**src/rtl/fpu_pkg.sv**
```systemverilog
// Shared FP opcode constants, op descriptor and destination-class decode
// used by the FP decode stage and the FP issue/retire pipeline.
package fpu_pkg;

  localparam int FP_DATA_W = 32;
  localparam int FP_TAG_W  = 5;

  localparam logic [4:0] FMIN   = 5'd0;
  localparam logic [4:0] FMAX   = 5'd1;
  localparam logic [4:0] FSGNJ  = 5'd2;
  localparam logic [4:0] FSGNJN = 5'd3;
  localparam logic [4:0] FSGNJX = 5'd4;
  localparam logic [4:0] FCVTWS = 5'd5;
  localparam logic [4:0] FCVTSW = 5'd6;
  localparam logic [4:0] FCMPEQ = 5'd7;
  localparam logic [4:0] FCMPLT = 5'd8;
  localparam logic [4:0] FCMPLE = 5'd9;
  localparam logic [4:0] FCLASS = 5'd10;

  typedef struct packed {
    logic [4:0]           opcode;
    logic [FP_DATA_W-1:0] a;
    logic [FP_DATA_W-1:0] b;
    logic [2:0]           rnd;
    logic [FP_TAG_W-1:0]  rd;
  } fp_op_t;

  // Results of conversions to integer, compares and classify go to the integer RF.
  function automatic logic is_int_dest(input logic [4:0] opcode);
    logic res;
    case (opcode)
      FCVTWS, FCMPEQ, FCMPLT, FCMPLE, FCLASS: res = 1'b1;
      default:                                res = 1'b0;
    endcase
    return res;
  endfunction

endpackage

```
**src/rtl/pipe_reg_stage.sv**
```systemverilog
// One valid/ready register slice: loads when empty or when its content
// is being taken downstream, so bubbles collapse through it.
module pipe_reg_stage #(
  parameter int WIDTH = 8
) (
  input  logic             clk,
  input  logic             rst_n,
  input  logic             flush,
  input  logic             valid_i,
  input  logic [WIDTH-1:0] data_i,
  input  logic             ready_i,
  output logic             valid_o,
  output logic [WIDTH-1:0] data_o
);

  logic             valid_q, valid_d;
  logic [WIDTH-1:0] data_q, data_d;
  logic             load_en_s;

  assign load_en_s = !valid_q || ready_i;

  // Next-state for the slice: flush wins, otherwise refill on an open slot.
  always_comb begin
    valid_d = valid_q;
    data_d  = data_q;
    if (flush) begin
      valid_d = 1'b0;
    end else if (load_en_s) begin
      valid_d = valid_i;
    end else begin
      valid_d = valid_q;
    end
    if (load_en_s && valid_i) begin
      data_d = data_i;
    end else begin
      data_d = data_q;
    end
  end

  // Slice registers.
  always_ff @(posedge clk or negedge rst_n) begin
    if (!rst_n) begin
      valid_q <= 1'b0;
      data_q  <= {WIDTH{1'b0}};
    end else begin
      valid_q <= valid_d;
      data_q  <= data_d;
    end
  end

  assign valid_o = valid_q;
  assign data_o  = data_q;

endmodule

```
**src/rtl/fpu_issue_pipe.sv**
```systemverilog
// Issue/retire pipeline around the combinational FP misc unit: registered
// operand stage s0 feeding the unit, then PIPE_DEPTH result slices to writeback.
module fpu_issue_pipe
  import fpu_pkg::*;
#(
  parameter int DATA_WIDTH = 32,
  parameter int TAG_WIDTH  = 5,
  parameter int PIPE_DEPTH = 1
) (
  input  logic                  clk,
  input  logic                  rst_n,
  input  logic                  flush,
  input  logic                  in_valid,
  output logic                  in_ready,
  input  logic [4:0]            in_opcode,
  input  logic [DATA_WIDTH-1:0] in_a,
  input  logic [DATA_WIDTH-1:0] in_b,
  input  logic [2:0]            in_rnd,
  input  logic [TAG_WIDTH-1:0]  in_rd,
  output logic [DATA_WIDTH-1:0] fpu_a,
  output logic [DATA_WIDTH-1:0] fpu_b,
  output logic [2:0]            fpu_rnd,
  output logic [4:0]            fpu_opcode,
  output logic                  fpu_dg_ctrl,
  input  logic [DATA_WIDTH-1:0] fpu_z,
  output logic                  out_valid,
  input  logic                  out_ready,
  output logic [DATA_WIDTH-1:0] out_z,
  output logic [TAG_WIDTH-1:0]  out_rd,
  output logic                  out_to_int,
  output logic                  busy
);

  localparam int RW = DATA_WIDTH + TAG_WIDTH + 1;

  logic                  s0_valid_q, s0_valid_d;
  logic [4:0]            s0_opcode_q, s0_opcode_d;
  logic [DATA_WIDTH-1:0] s0_a_q, s0_a_d;
  logic [DATA_WIDTH-1:0] s0_b_q, s0_b_d;
  logic [2:0]            s0_rnd_q, s0_rnd_d;
  logic [TAG_WIDTH-1:0]  s0_rd_q, s0_rd_d;
  logic                  s0_load_s;

  // Index 0 is s0; index k (1..PIPE_DEPTH) is result slice k.
  logic [PIPE_DEPTH:0]   st_valid;
  logic [RW-1:0]         st_data [0:PIPE_DEPTH];
  // st_open[k]: stage k may load this cycle; st_open[PIPE_DEPTH+1] is writeback.
  logic [PIPE_DEPTH+1:0] st_open;
  logic [PIPE_DEPTH+1:0] tail_full;

  assign st_valid[0] = s0_valid_q;
  assign st_data[0]  = {fpu_z, s0_rd_q, is_int_dest(s0_opcode_q)};

  // Stage k is open unless it and every stage after it are full while writeback stalls;
  // computed from the valid bits directly so ready has no chained combinational loop.
  always_comb begin
    tail_full                = '0;
    st_open                  = '0;
    tail_full[PIPE_DEPTH+1]  = 1'b1;
    st_open[PIPE_DEPTH+1]    = out_ready;
    for (int k = PIPE_DEPTH; k >= 0; k--) begin
      tail_full[k] = tail_full[k+1] & st_valid[k];
      st_open[k]   = out_ready | ~tail_full[k];
    end
  end

  assign in_ready  = !flush && st_open[0];
  assign s0_load_s = in_valid && in_ready;

  // Operand stage next-state.
  always_comb begin
    s0_valid_d  = s0_valid_q;
    s0_opcode_d = s0_opcode_q;
    s0_a_d      = s0_a_q;
    s0_b_d      = s0_b_q;
    s0_rnd_d    = s0_rnd_q;
    s0_rd_d     = s0_rd_q;
    if (flush) begin
      s0_valid_d = 1'b0;
    end else if (st_open[0]) begin
      s0_valid_d = in_valid;
    end else begin
      s0_valid_d = s0_valid_q;
    end
    if (s0_load_s) begin
      s0_opcode_d = in_opcode;
      s0_a_d      = in_a;
      s0_b_d      = in_b;
      s0_rnd_d    = in_rnd;
      s0_rd_d     = in_rd;
    end else begin
      s0_opcode_d = s0_opcode_q;
      s0_a_d      = s0_a_q;
      s0_b_d      = s0_b_q;
      s0_rnd_d    = s0_rnd_q;
      s0_rd_d     = s0_rd_q;
    end
  end

  // Operand stage registers; these drive the FP unit directly.
  always_ff @(posedge clk or negedge rst_n) begin
    if (!rst_n) begin
      s0_valid_q  <= 1'b0;
      s0_opcode_q <= 5'd0;
      s0_a_q      <= {DATA_WIDTH{1'b0}};
      s0_b_q      <= {DATA_WIDTH{1'b0}};
      s0_rnd_q    <= 3'd0;
      s0_rd_q     <= {TAG_WIDTH{1'b0}};
    end else begin
      s0_valid_q  <= s0_valid_d;
      s0_opcode_q <= s0_opcode_d;
      s0_a_q      <= s0_a_d;
      s0_b_q      <= s0_b_d;
      s0_rnd_q    <= s0_rnd_d;
      s0_rd_q     <= s0_rd_d;
    end
  end

  for (genvar k = 1; k <= PIPE_DEPTH; k++) begin : g_stage
    pipe_reg_stage #(
      .WIDTH(RW)
    ) u_stage (
      .clk     (clk),
      .rst_n   (rst_n),
      .flush   (flush),
      .valid_i (st_valid[k-1]),
      .data_i  (st_data[k-1]),
      .ready_i (st_open[k+1]),
      .valid_o (st_valid[k]),
      .data_o  (st_data[k])
    );
  end

  assign fpu_a       = s0_a_q;
  assign fpu_b       = s0_b_q;
  assign fpu_rnd     = s0_rnd_q;
  assign fpu_opcode  = s0_opcode_q;
  assign fpu_dg_ctrl = s0_valid_q;

  assign out_valid   = st_valid[PIPE_DEPTH];
  assign out_z       = st_data[PIPE_DEPTH][RW-1 -: DATA_WIDTH];
  assign out_rd      = st_data[PIPE_DEPTH][TAG_WIDTH:1];
  assign out_to_int  = st_data[PIPE_DEPTH][0];
  assign busy        = |st_valid;

endmodule

```
**config.mk**
```make
export PLATFORM = sky130hd
export DESIGN_NAME = fpu_issue_pipe
export DESIGN_NICKNAME = d
export VERILOG_FILES = /design/src/rtl/fpu_pkg.sv /design/src/rtl/pipe_reg_stage.sv /design/src/rtl/fpu_issue_pipe.sv
export SDC_FILE = /design/constraint.sdc
export NUM_CORES = 1
export LEC_CHECK = 0
export CAP_MARGIN = 20
export CORE_MARGIN = 3
export CORE_UTILIZATION = 40
export CTS_BUF_LIST = sky130_fd_sc_hd__clkbuf_8 sky130_fd_sc_hd__clkbuf_16
export CTS_CLUSTER_DIAMETER = 120
export DETAILED_ROUTE_END_ITERATION = 8
export GPL_TIMING_DRIVEN = 0
export PLACE_DENSITY = 0.8
export REMOVE_ABC_BUFFERS = 1
export SLEW_MARGIN = 20
export SYNTH_ARGS = -nofsm -noshare
export SYNTH_HDL_FRONTEND = slang
export SYNTH_SLANG_ARGS = --single-unit
```
**constraint.sdc**
```tcl
create_clock -name clk -period 2.21 [get_ports clk]
set_input_delay 0.221 -clock clk [delete_from_list [all_inputs] [get_ports clk]]
set_output_delay 0.221 -clock clk [all_outputs]
set_load 0.01 [all_outputs]
```
==> metrics.md, run 1 <==
| Metric | Value |
|---|---|
| Status | finished clean |
| Clk root buf | clkbuf_16 |
| Multi-input gate area | 0.001491 mm² |
| Skew-Pair Late Insertion Delay | 400 ps |
| Distinct cells, synth | 20 |
| Die X | 112.4 µm |
| Antenna cells | 0 |
| Peak Freq | 0.4830 GHz |
| Die ar. | 0.01264 mm² |
| Clk slew on worst S/H paths | 60 ps |
| Clk buf depth | 2 |
| Wirelength per Cell | 17.47 µm |
| Worst setup SP type | register |
| Required @ worst endpoint | 2490 ps |
| CTS tree | yes |
| Via count | 3105 |
| Largest net degree at the start of global routing | 61 |
| Area growth from synthesis to layout | 67.26% |
| Synth Area per Inst | 17.36 µm² |
| I/O Buffers | 227 |
| Pre-antenna DRT Iters | 4 |
| Post-CTS sizing | 0 |
| Overflow after GRT | 0 |
| Most frequent cells in the layout | clkdlybuf4s50_1, dfrtp_1, mux2_2 |
| Ys Warns | 0 |
| Initial DRC Count | 90 |
| Seq/Total Area, Yosys | 64.61% |
| Gpl congestion | 0.7600 |
| Initial antenna violation count | 0 |
| Maxcap violations | 0 |
| CP Cell Sequence | and3b_4 -> or3b_4 -> buf_16 -> mux2_2 |
| Initial core utilization | 41.44% |
| Crit path capture type | register |
| Num rows | 38 |
| Die height | 112.4 µm |
| Setup Viol. Count Final | 0 |
| Reg2Reg Depth | 4 |
| DRC viols | 0 |
| Layout cells sized above 1 | 29.94% |
| Tot GR Track Use | 18.45% |
| Slew Viols, Final | 0 |
| Delay-heaviest family, CP | simple AND/OR/NAND/NOR gates |
| Antenna viol nets, final | 0 |
| Synth top area share | 64.61% |
| Final #Nets | 612 |
| Crit path kind | register to register |
| Post-synth top area cell | dfrtp_1 |
| Hold/Removal Path Class | input pin to async pin |
| Max-slew headroom | 57.39% |
| Worst VDD drop | 0.4990 mV |
| Routed WL | 11380 µm |
| Drt via density | 4.770 |
| Cts bufs inserted | 17 |
| Synth Cell Area | 0.004532 mm² |
| RSZ-0062 raised after global routing | false |
| Most common cell after layout, fill and taps aside | clkdlybuf4s50_1 |
| IO Count | 228 |
| RR Startpoint | fpu_dg_ctrl |
| Clock skew | 7.855 ps |
| Levels on crit path | 4 |
| Total leakage power | 0.003258 µW |
| Power per cell area | 938.2 mW/mm² |
| Setup_tns | 0 ps |
| DPL Wire Length | 8345 µm |
| Synth Instances | 261 |
| Tmin final | 2071 ps |
| H-tree depth | 4 |
| Util after Layout | 69.31% |
| Max incr delay on CP | 530 ps |
| Core outline area | 0.01094 mm² |
| CTS Sinks | 117 |
| CP bufs+invs | 1 |
| Register area | 0.002928 mm² |
| Actual slew at the worst max-slew pin | 639.2 ps |
| # fillers | 803 |
| Tcrit/Tclk final | 93.69% |
| FF-to-FF setup slack | 140 ps |
| R2R Path End | fpu_rnd[2] |
| Vias in the first global route | 3472 |
| Flops & latches, synth | 117 |
| Critical-path cell with the highest stage delay | or3b_4 |
| Top cells by area, synth | dfrtp_1, mux2_2, mux2_4, buf_12, buf_2 |
| Worst Path Max Fanout | 45 |
| Critical Path AT | 2350 ps |
| Fin. Hold Viols | 0 |
| First-pass GRT wire length | 18130 µm |
## cell type report
type	instances	share of cell area, %
sequential	117	38.63
tap	140	2.311
clock inverter	12	2.014
clock buffer	20	6.157
timing repair buffer	231	31.12
multi-input combinational	129	19.68
inverter	2	0.09904
## kinds of logic after synthesis
| logic type | count (synthesis) | share of synthesized area [%] |
|---|---|---|
| AND/OR/NAND/NOR | 12 | 1.574 |
| multiplexers | 114 | 30.81 |
| flip-flops | 117 | 64.61 |
| AO/OA/AOI/OAI | 3 | 0.4142 |
| buffers and inverters | 15 | 2.595 |
## registers in the layout, indices dropped and copies added, names as in the netlist
name and flops:
g_stage.u_stage.data_o 38, fpu_a 32, fpu_b 32, fpu_opcode 5, s0_rd_q 5, fpu_rnd 3, fpu_dg_ctrl 1, g_stage.u_stage.valid_o 1
## power breakdown
part	leakage (µW)	switching (µW)	internal, µW
registers	0.00138	185	2490
clock network	0.000288	959	1860
logic	0.00159	546	1070
## metal layers
metal,up-vias,share of wire [%],GRT usage (%)
li1,1397,-,-
met2,153,50,30.83
met5,-,0,0
met3,17,9.8,8.625
met4,0,1.7,7.772
met1,1538,38,20.26
## cell usage after synthesis
master,number
dfrtp_1,117
mux2_2,84
mux2_4,30
buf_2,8
nor2_1,5
buf_12,2
inv_1,2
a31oi_1,1
and3b_1,1
and3b_4,1
buf_6,1
buf_8,1
clkbuf_1,1
nand2_1,1
nand2b_1,1
nor2b_1,1
o21ai_0,1
o31ai_1,1
or2_2,1
or3b_1,1
## how the worst max path moves through the flow
stage                      startpoint          to
final                     fpu_dg_ctrl  fpu_rnd[2]
after global routing      fpu_dg_ctrl    fpu_b[9]
after CTS                 fpu_dg_ctrl  fpu_rnd[2]
after detailed placement    out_ready  fpu_rnd[2]
after global placement          rst_n   fpu_a[24]
after floorplan           fpu_dg_ctrl   fpu_a[15]
## metrics by stage
step / hold WS, ps / setup slack [ps] / instance area, µm² / cells / total power, µW
floorplan: -74.59 / -1083 / 4422 / 248 / 3291
global placement: 461.5 / -3426 / 6869 / 615 / 4293
detailed placement: 227.4 / -159.7 / 6950 / 618 / 4343
CTS: 378.2 / 133.5 / 7580 / 651 / 7198
global route: 404.3 / 29.16 / 7580 / 651 / 7422
finish: 363.4 / 139.4 / 7580 / 651 / 7111
## what timing repair did
item	in CTS	in global routing
buffers inserted	0	0
hold endpoints to repair	59	0
hold buffers	1	0
No activity file was read; power rests on OpenSTA's default activity.
==> run 2, diff against run 1 <==
--- a/config.mk
+++ b/config.mk
@@ -6,6 +6,7 @@
 export NUM_CORES = 1
 export LEC_CHECK = 0
 export CAP_MARGIN = 20
+export CORE_ASPECT_RATIO = 1.1
 export CORE_MARGIN = 3
 export CORE_UTILIZATION = 40
 export CTS_BUF_LIST = sky130_fd_sc_hd__clkbuf_8 sky130_fd_sc_hd__clkbuf_16
@@ -13,7 +14,6 @@
 export DETAILED_ROUTE_END_ITERATION = 8
 export GPL_TIMING_DRIVEN = 0
 export PLACE_DENSITY = 0.8
-export REMOVE_ABC_BUFFERS = 1
 export SLEW_MARGIN = 20
 export SYNTH_ARGS = -nofsm -noshare
 export SYNTH_HDL_FRONTEND = slang
==> run 2 against run 1 <==
Final cell count rose by 2.0%. Maximum frequency is 8.2% higher. Sequential cell count unchanged. Largest power group is now sequential cells. Largest cell class unchanged. Critical path depth increased by 2.
==> metrics.md, run 2 (synthesis gave the netlist of run 1 again) <==
| Metric | Value |
|---|---|
| Peak Freq | 0.5225 GHz (+8.2%) |
| Max FFs per register | 38 (unchanged) |
| Clk buf depth | 2 (unchanged) |
| Die ar. | 0.01264 mm² (about the same) |
| CP bufs+invs | 3 (+2) |
| Clock skew | 3.998 ps (-3.857 ps) |
| H-tree depth | 4 (unchanged) |
| Actual slew at the worst max-slew pin | 558.7 ps (-80.43 ps) |
| Worst Path Max Fanout | 10 (-78%) |
| Max incr delay on CP | 430 ps (-100 ps) |
| Required @ worst endpoint | 2490 ps (about the same) |
| Tcrit/Tclk final | 86.60% (-7.1 points) |
| Most frequent cells in the layout | clkdlybuf4s50_1, dfrtp_1, mux2_2 |
| Maxcap violations | 0 (unchanged) |
| I/O Buffers | 227 (unchanged) |
| Fin. Hold Viols | 0 (unchanged) |
| Area growth from synthesis to layout | 67.61% |
| Antenna viol nets, final | 0 (unchanged) |
| Critical-path cell with the highest stage delay | dfrtp_1 |
| Post-Syn Nets | 375 |
| Finished Layout Cells | 664 (+2.0%) |
| Pre-antenna DRT Iters | 4 (unchanged) |
| Hold-fix buffers, CTS | 1 (unchanged) |
| CTS Sinks | 117 (unchanged) |
| Post-CTS Setup Bufs | 0 (unchanged) |
| Initial antenna violation count | 0 (unchanged) |
| Die X | 107.5 µm (-4.4%) |
| Layout cells sized above 1 | 30.37% (+0.43 points) |
| Via count | 3105 (unchanged) |
| DRC viols | 0 (unchanged) |
| Clk root buf | clkbuf_16 |
| Status | finished clean |
| Post-CTS sizing | 0 (unchanged) |
| Crit path capture type | register |
| Antenna cells | 0 (unchanged) |
| Hold/Removal Path Class | input pin to async pin |
| DPL Wire Length | 8452 µm (+1.3%) |
| Overflow after GRT | 0 (unchanged) |
| Critical Path AT | 2190 ps (-160 ps) |
| Power per cell area | 910.7 mW/mm² (-2.9%) |
| Num rows | 40 (+5.3%) |
| Final #Nets | 623 (+1.8%) |
| Tmin final | 1914 ps (-156.8 ps) |
| Largest net degree at the start of global routing | 62 (+1.6%) |
| Wirelength per Cell | 16.74 µm (-4.2%) |
| Delay-heaviest family, CP | simple AND/OR/NAND/NOR gates |
| Worst VDD drop | 0.5254 mV (+5.3%) |
| Max-slew headroom | 62.75% (+5.4 points) |
| Die height | 117.6 µm (+4.6%) |
| Gpl congestion | 0.7653 (+0.70%) |
| Total leakage power | 0.003291 µW (+1.0%) |
| Core outline area | 0.01101 mm² (+0.69%) |
| Initial core utilization | 41.16% (-0.28 points) |
| Tot GR Track Use | 18.18% (-0.27 points) |
| Vias in the first global route | 3441 (-0.89%) |
| Clk slew on worst S/H paths | 50 ps (about the same) |
| Crit path kind | register to register |
| Setup Viol. Count Final | 0 (unchanged) |
| Placed Cells | 636 (+2.9%) |
| Most common cell after layout, fill and taps aside | clkdlybuf4s50_1 |
| Drt via density | 4.676 (-2.0%) |
| Cts bufs inserted | 17 (unchanged) |
| CP Cell Sequence | and3b_4 -> or3b_1 -> buf_2 -> buf_6 -> buf_8 -> mux2_4 |
| Routed WL | 11110 µm (-2.3%) |
| Slew Viols, Final | 0 (unchanged) |
| RSZ-0062 raised after global routing | false |
| # fillers | 784 (-2.4%) |
| Final Total Pwr | 6918 µW (-2.7%) |
| First-pass GRT wire length | 17780 µm (-1.9%) |
| Initial DRC Count | 88 (-2.2%) |
| IO Count | 228 (unchanged) |
| Skew-Pair Late Insertion Delay | 400 ps (about the same) |
| CTS tree | yes |
| Worst setup SP type | register |
[run 2: cell types whose count changed in the layout (fill, tap and decap cells not counted), sizes merged]
cell	before	now
buf	4	14
bufinv	3	2
clkbuf	20	23
clkinv	1	3
clkinvlp	6	0
inv	4	2
[run 2: worst paths after layout]
kind,endpoint,slack [ps],startpoint,cells after the start
max in group asynchronous,g_stage[1].u_stage.data_o[8],1160,rst_n,3
min in group clk,fpu_a[30],430,in_a[30],2
max,fpu_a[9],300,fpu_dg_ctrl,6
min,fpu_a[4],390,rst_n,2
min reg2reg,g_stage[1].u_stage.data_o[0],480,fpu_opcode[4],1
max reg2reg,fpu_a[9],300,fpu_dg_ctrl,6
[run 2: stage by stage]
step                setup TNS (ps)  utilization [%]  cell area, µm²  hold slack [ps]  setup slack [ps]
finish                           0            68.99            7596            391.7             296.2
global route                     0            68.99            7596            418.1             215.7
CTS                              0            68.99            7596            387.7             272.5
detailed placement               0            63.73            7017            234.1             36.19
global placement           -407000            63.47            6988            466.5             -3486
floorplan                        0                -            4532           -74.59             400.4
[run 2: layer usage]
layer | share of wire, % | up-vias | GRT usage [%]
li1 | - | 1407 | -
met1 | 37 | 1526 | 20.24
met2 | 51 | 144 | 30.09
met3 | 8.7 | 28 | 6.912
met4 | 3.2 | 0 | 9.155
met5 | 0 | - | 0
[run 2: layout make-up]
class	instances	area [µm²]	share of cell area, %
Sequential cell	117	2928	38.54
Timing Repair Buffer	229	2311	30.42
Multi-Input combinational cell	129	1486	19.57
Clock buffer	22	494.2	6.506
Tap cell	147	183.9	2.421
Buffer	13	110.1	1.450
Clock inverter	5	75.07	0.9883
Inverter	2	7.507	0.09883
[run 2: power breakdown]
| part | internal [µW] | switching (µW) |
|---|---|---|
| combinational | 1080 | 543 |
| clock | 1770 | 854 |
| sequential | 2490 | 183 |
==> run 3, diff against run 2 <==
--- a/config.mk
+++ b/config.mk
@@ -5,9 +5,9 @@
 export SDC_FILE = /design/constraint.sdc
 export NUM_CORES = 1
 export LEC_CHECK = 0
-export CAP_MARGIN = 20
+export CAP_MARGIN = 40
 export CORE_ASPECT_RATIO = 1.1
-export CORE_MARGIN = 3
+export CORE_MARGIN = 5
 export CORE_UTILIZATION = 40
 export CTS_BUF_LIST = sky130_fd_sc_hd__clkbuf_8 sky130_fd_sc_hd__clkbuf_16
 export CTS_CLUSTER_DIAMETER = 120
==> run 3 against run 2 <==
Utilization is 0.59 points higher. Critical path depth fell by 3. Non-clock buffer count did not move. Critical path type is now register to output pin. Largest power group is now clock.
==> metrics.md, run 3 (synthesis gave the netlist of run 1 again) <==
| Metric | Value |
|---|---|
| FF-to-FF setup slack | 310 ps (about the same) |
| Cts bufs inserted | 17 (unchanged) |
| R2R Path End | fpu_a[7] |
| Fin. Hold Viols | 0 (unchanged) |
| Largest net degree at the start of global routing | 85 (+37%) |
| Wirelength per Cell | 17.90 µm (+6.9%) |
| Pre-antenna DRT Iters | 4 (unchanged) |
| Clk root buf | clkbuf_16 |
| Peak Freq | 0.5165 GHz (-1.2%) |
| Overflow after GRT | 0 (unchanged) |
| Tmin final | 1936 ps (+22.38 ps) |
| Die height | 121.6 µm (+3.4%) |
| Worst setup SP type | register |
| Worst Path Max Fanout | 6 (-4) |
| Worst VDD drop | 0.4912 mV (-6.5%) |
| DPL Wire Length | 9082 µm (+7.5%) |
| Crit path kind | register to output pin |
| Setup Viol. Count Final | 0 (unchanged) |
| Skew-Pair Late Insertion Delay | 400 ps (about the same) |
| Area growth from synthesis to layout | 69.05% |
| Reg2Reg Depth | 6 (unchanged) |
| CTS Sinks | 117 (unchanged) |
| Clk buf depth | 2 (unchanged) |
| Maxcap violations | 0 (unchanged) |
| Post-CTS sizing | 0 (unchanged) |
| I/O Buffers | 227 (unchanged) |
| Crit path capture type | output pin |
| Final #Nets | 623 (unchanged) |
| Die X | 111.5 µm (+3.7%) |
| Finished Layout Cells | 669 (+0.75%) |
| H-tree depth | 4 (unchanged) |
| Power per cell area | 940.3 mW/mm² (+3.3%) |
| Hold/Removal Path Class | input pin to async pin |
| Setup_tns | 0 ps (unchanged) |
| First-pass GRT wire length | 19240 µm (+8.2%) |
| Antenna viol nets, final | 0 (unchanged) |
| Initial core utilization | 41.16% (unchanged) |
| Initial antenna violation count | 0 (unchanged) |
| Max FFs per register | 38 (unchanged) |
| Via count | 3124 (+0.61%) |
| RSZ-0062 raised after global routing | false |
| Required @ worst endpoint | 1990 ps (-500 ps) |
| DRC viols | 0 (unchanged) |
| CTS tree | yes |
| Max-slew headroom | 63.10% (+0.35 points) |
| Antenna cells | 0 (unchanged) |
| Actual slew at the worst max-slew pin | 553.4 ps (-5.282 ps) |
| Tot GR Track Use | 18.14% (-0.040 points) |
| Drt via density | 4.670 (-0.14%) |
| Slew Viols, Final | 0 (unchanged) |
| Routed WL | 11970 µm (+7.7%) |
| Setup slack at placement | 36.01 ps (-0.1748 ps) |
| Clk slew on worst S/H paths | 50 ps (about the same) |
| Core outline area | 0.01101 mm² (unchanged) |
| IO Count | 228 (unchanged) |
| Clock skew | 6.956 ps (+2.958 ps) |
| Tcrit/Tclk final | 87.61% (+1.0 points) |
| RR Startpoint | fpu_dg_ctrl |
| Layout cells sized above 1 | 30.84% (+0.48 points) |
| Most common cell after layout, fill and taps aside | clkdlybuf4s50_1 |
| Post-Syn Nets | 375 (unchanged) |
| Die ar. | 0.01356 mm² (+7.2%) |
| Total leakage power | 0.003308 µW (+0.51%) |
| Util after Layout | 69.58% (+0.59 points) |
| Gpl congestion | 0.7597 (-0.73%) |
| Critical Path AT | 1720 ps (-470 ps) |
| Most frequent cells in the layout | clkdlybuf4s50_1, dfrtp_1, mux2_2 |
| Num rows | 40 (unchanged) |
| Placed Cells | 636 (unchanged) |
| Fin worst setup slack | 273.8 ps (-22.38 ps) |
| Initial DRC Count | 94 (+6.8%) |
| Status | finished clean |
| Vias in the first global route | 3674 (+6.8%) |
## run 3: changes by cell type in the layout (fill, tap and decap cells not counted)
cell | before | now
bufinv_16 | 2 | 4
clkbuf_8 | 5 | 2
clkinv_2 | 3 | 2
clkinv_4 | 0 | 2
clkinvlp_4 | 0 | 4
inv_1 | 2 | 3
## run 3: area by class of cell
cell class                      instances  area (µm²)
Sequential cell                       117        2928
Multi-Input combinational cell        129        1486
Clock buffer                           19       452.9
Fill cell                             777        3349
Inverter                                2       7.507
Timing Repair Buffer                  229        2311
Tap cell                              147       183.9
Clock inverter                         13       181.4
Buffer                                 13       110.1
## run 3: routing by layer
layer	global-route usage [%]	wire length, µm	vias to the layer above
met5	0	0	-
met4	8.745	388	0
met3	7.998	1047	31
met2	30.81	6074	161
met1	19.45	4462	1517
li1	-	-	1415
## run 3: power by group
part,internal [µW],leakage (µW),switching [µW]
clock network,1940,0.000302,955
registers,2490,0.00138,186
logic,1080,0.00163,553
total,5510,0.00331,1700
## run 3: critical path, cell delays in order, from the launching register on
cell,delay (ps)
dfrtp_1,430
and3b_4,220
nor2_1,90
clkdlybuf4s50_1,580
## run 3: worst max-delay path by stage
stage,from,to,slack (ps),cells after the start
2_1_floorplan,fpu_dg_ctrl,fpu_a[10],400,6
5_1_grt,fpu_dg_ctrl,in_ready,210,3
3_3_place_gp,rst_n,fpu_a[25],-3430,1
4_1_cts,fpu_dg_ctrl,in_ready,250,3
6_report,fpu_dg_ctrl,in_ready,270,3
3_5_place_dp,out_ready,fpu_a[7],40,7
## run 3: stage by stage
stage | total power [µW] | hold slack [ps] | area (µm²)
final | 7204 | 290.1 | 7661
after global routing | 7512 | 314.1 | 7661
after CTS | 7299 | 273.6 | 7661
after detailed placement | 4360 | 129.0 | 7017
after global placement | 4298 | 471.4 | 6988
after floorplan | 3297 | -74.59 | 4532
## run 3: timing repair
action                                 4_1_cts  5_1_grt
endpoints found under the hold margin       33        0
hold buffers                                 1        0
buffers inserted                             0        0
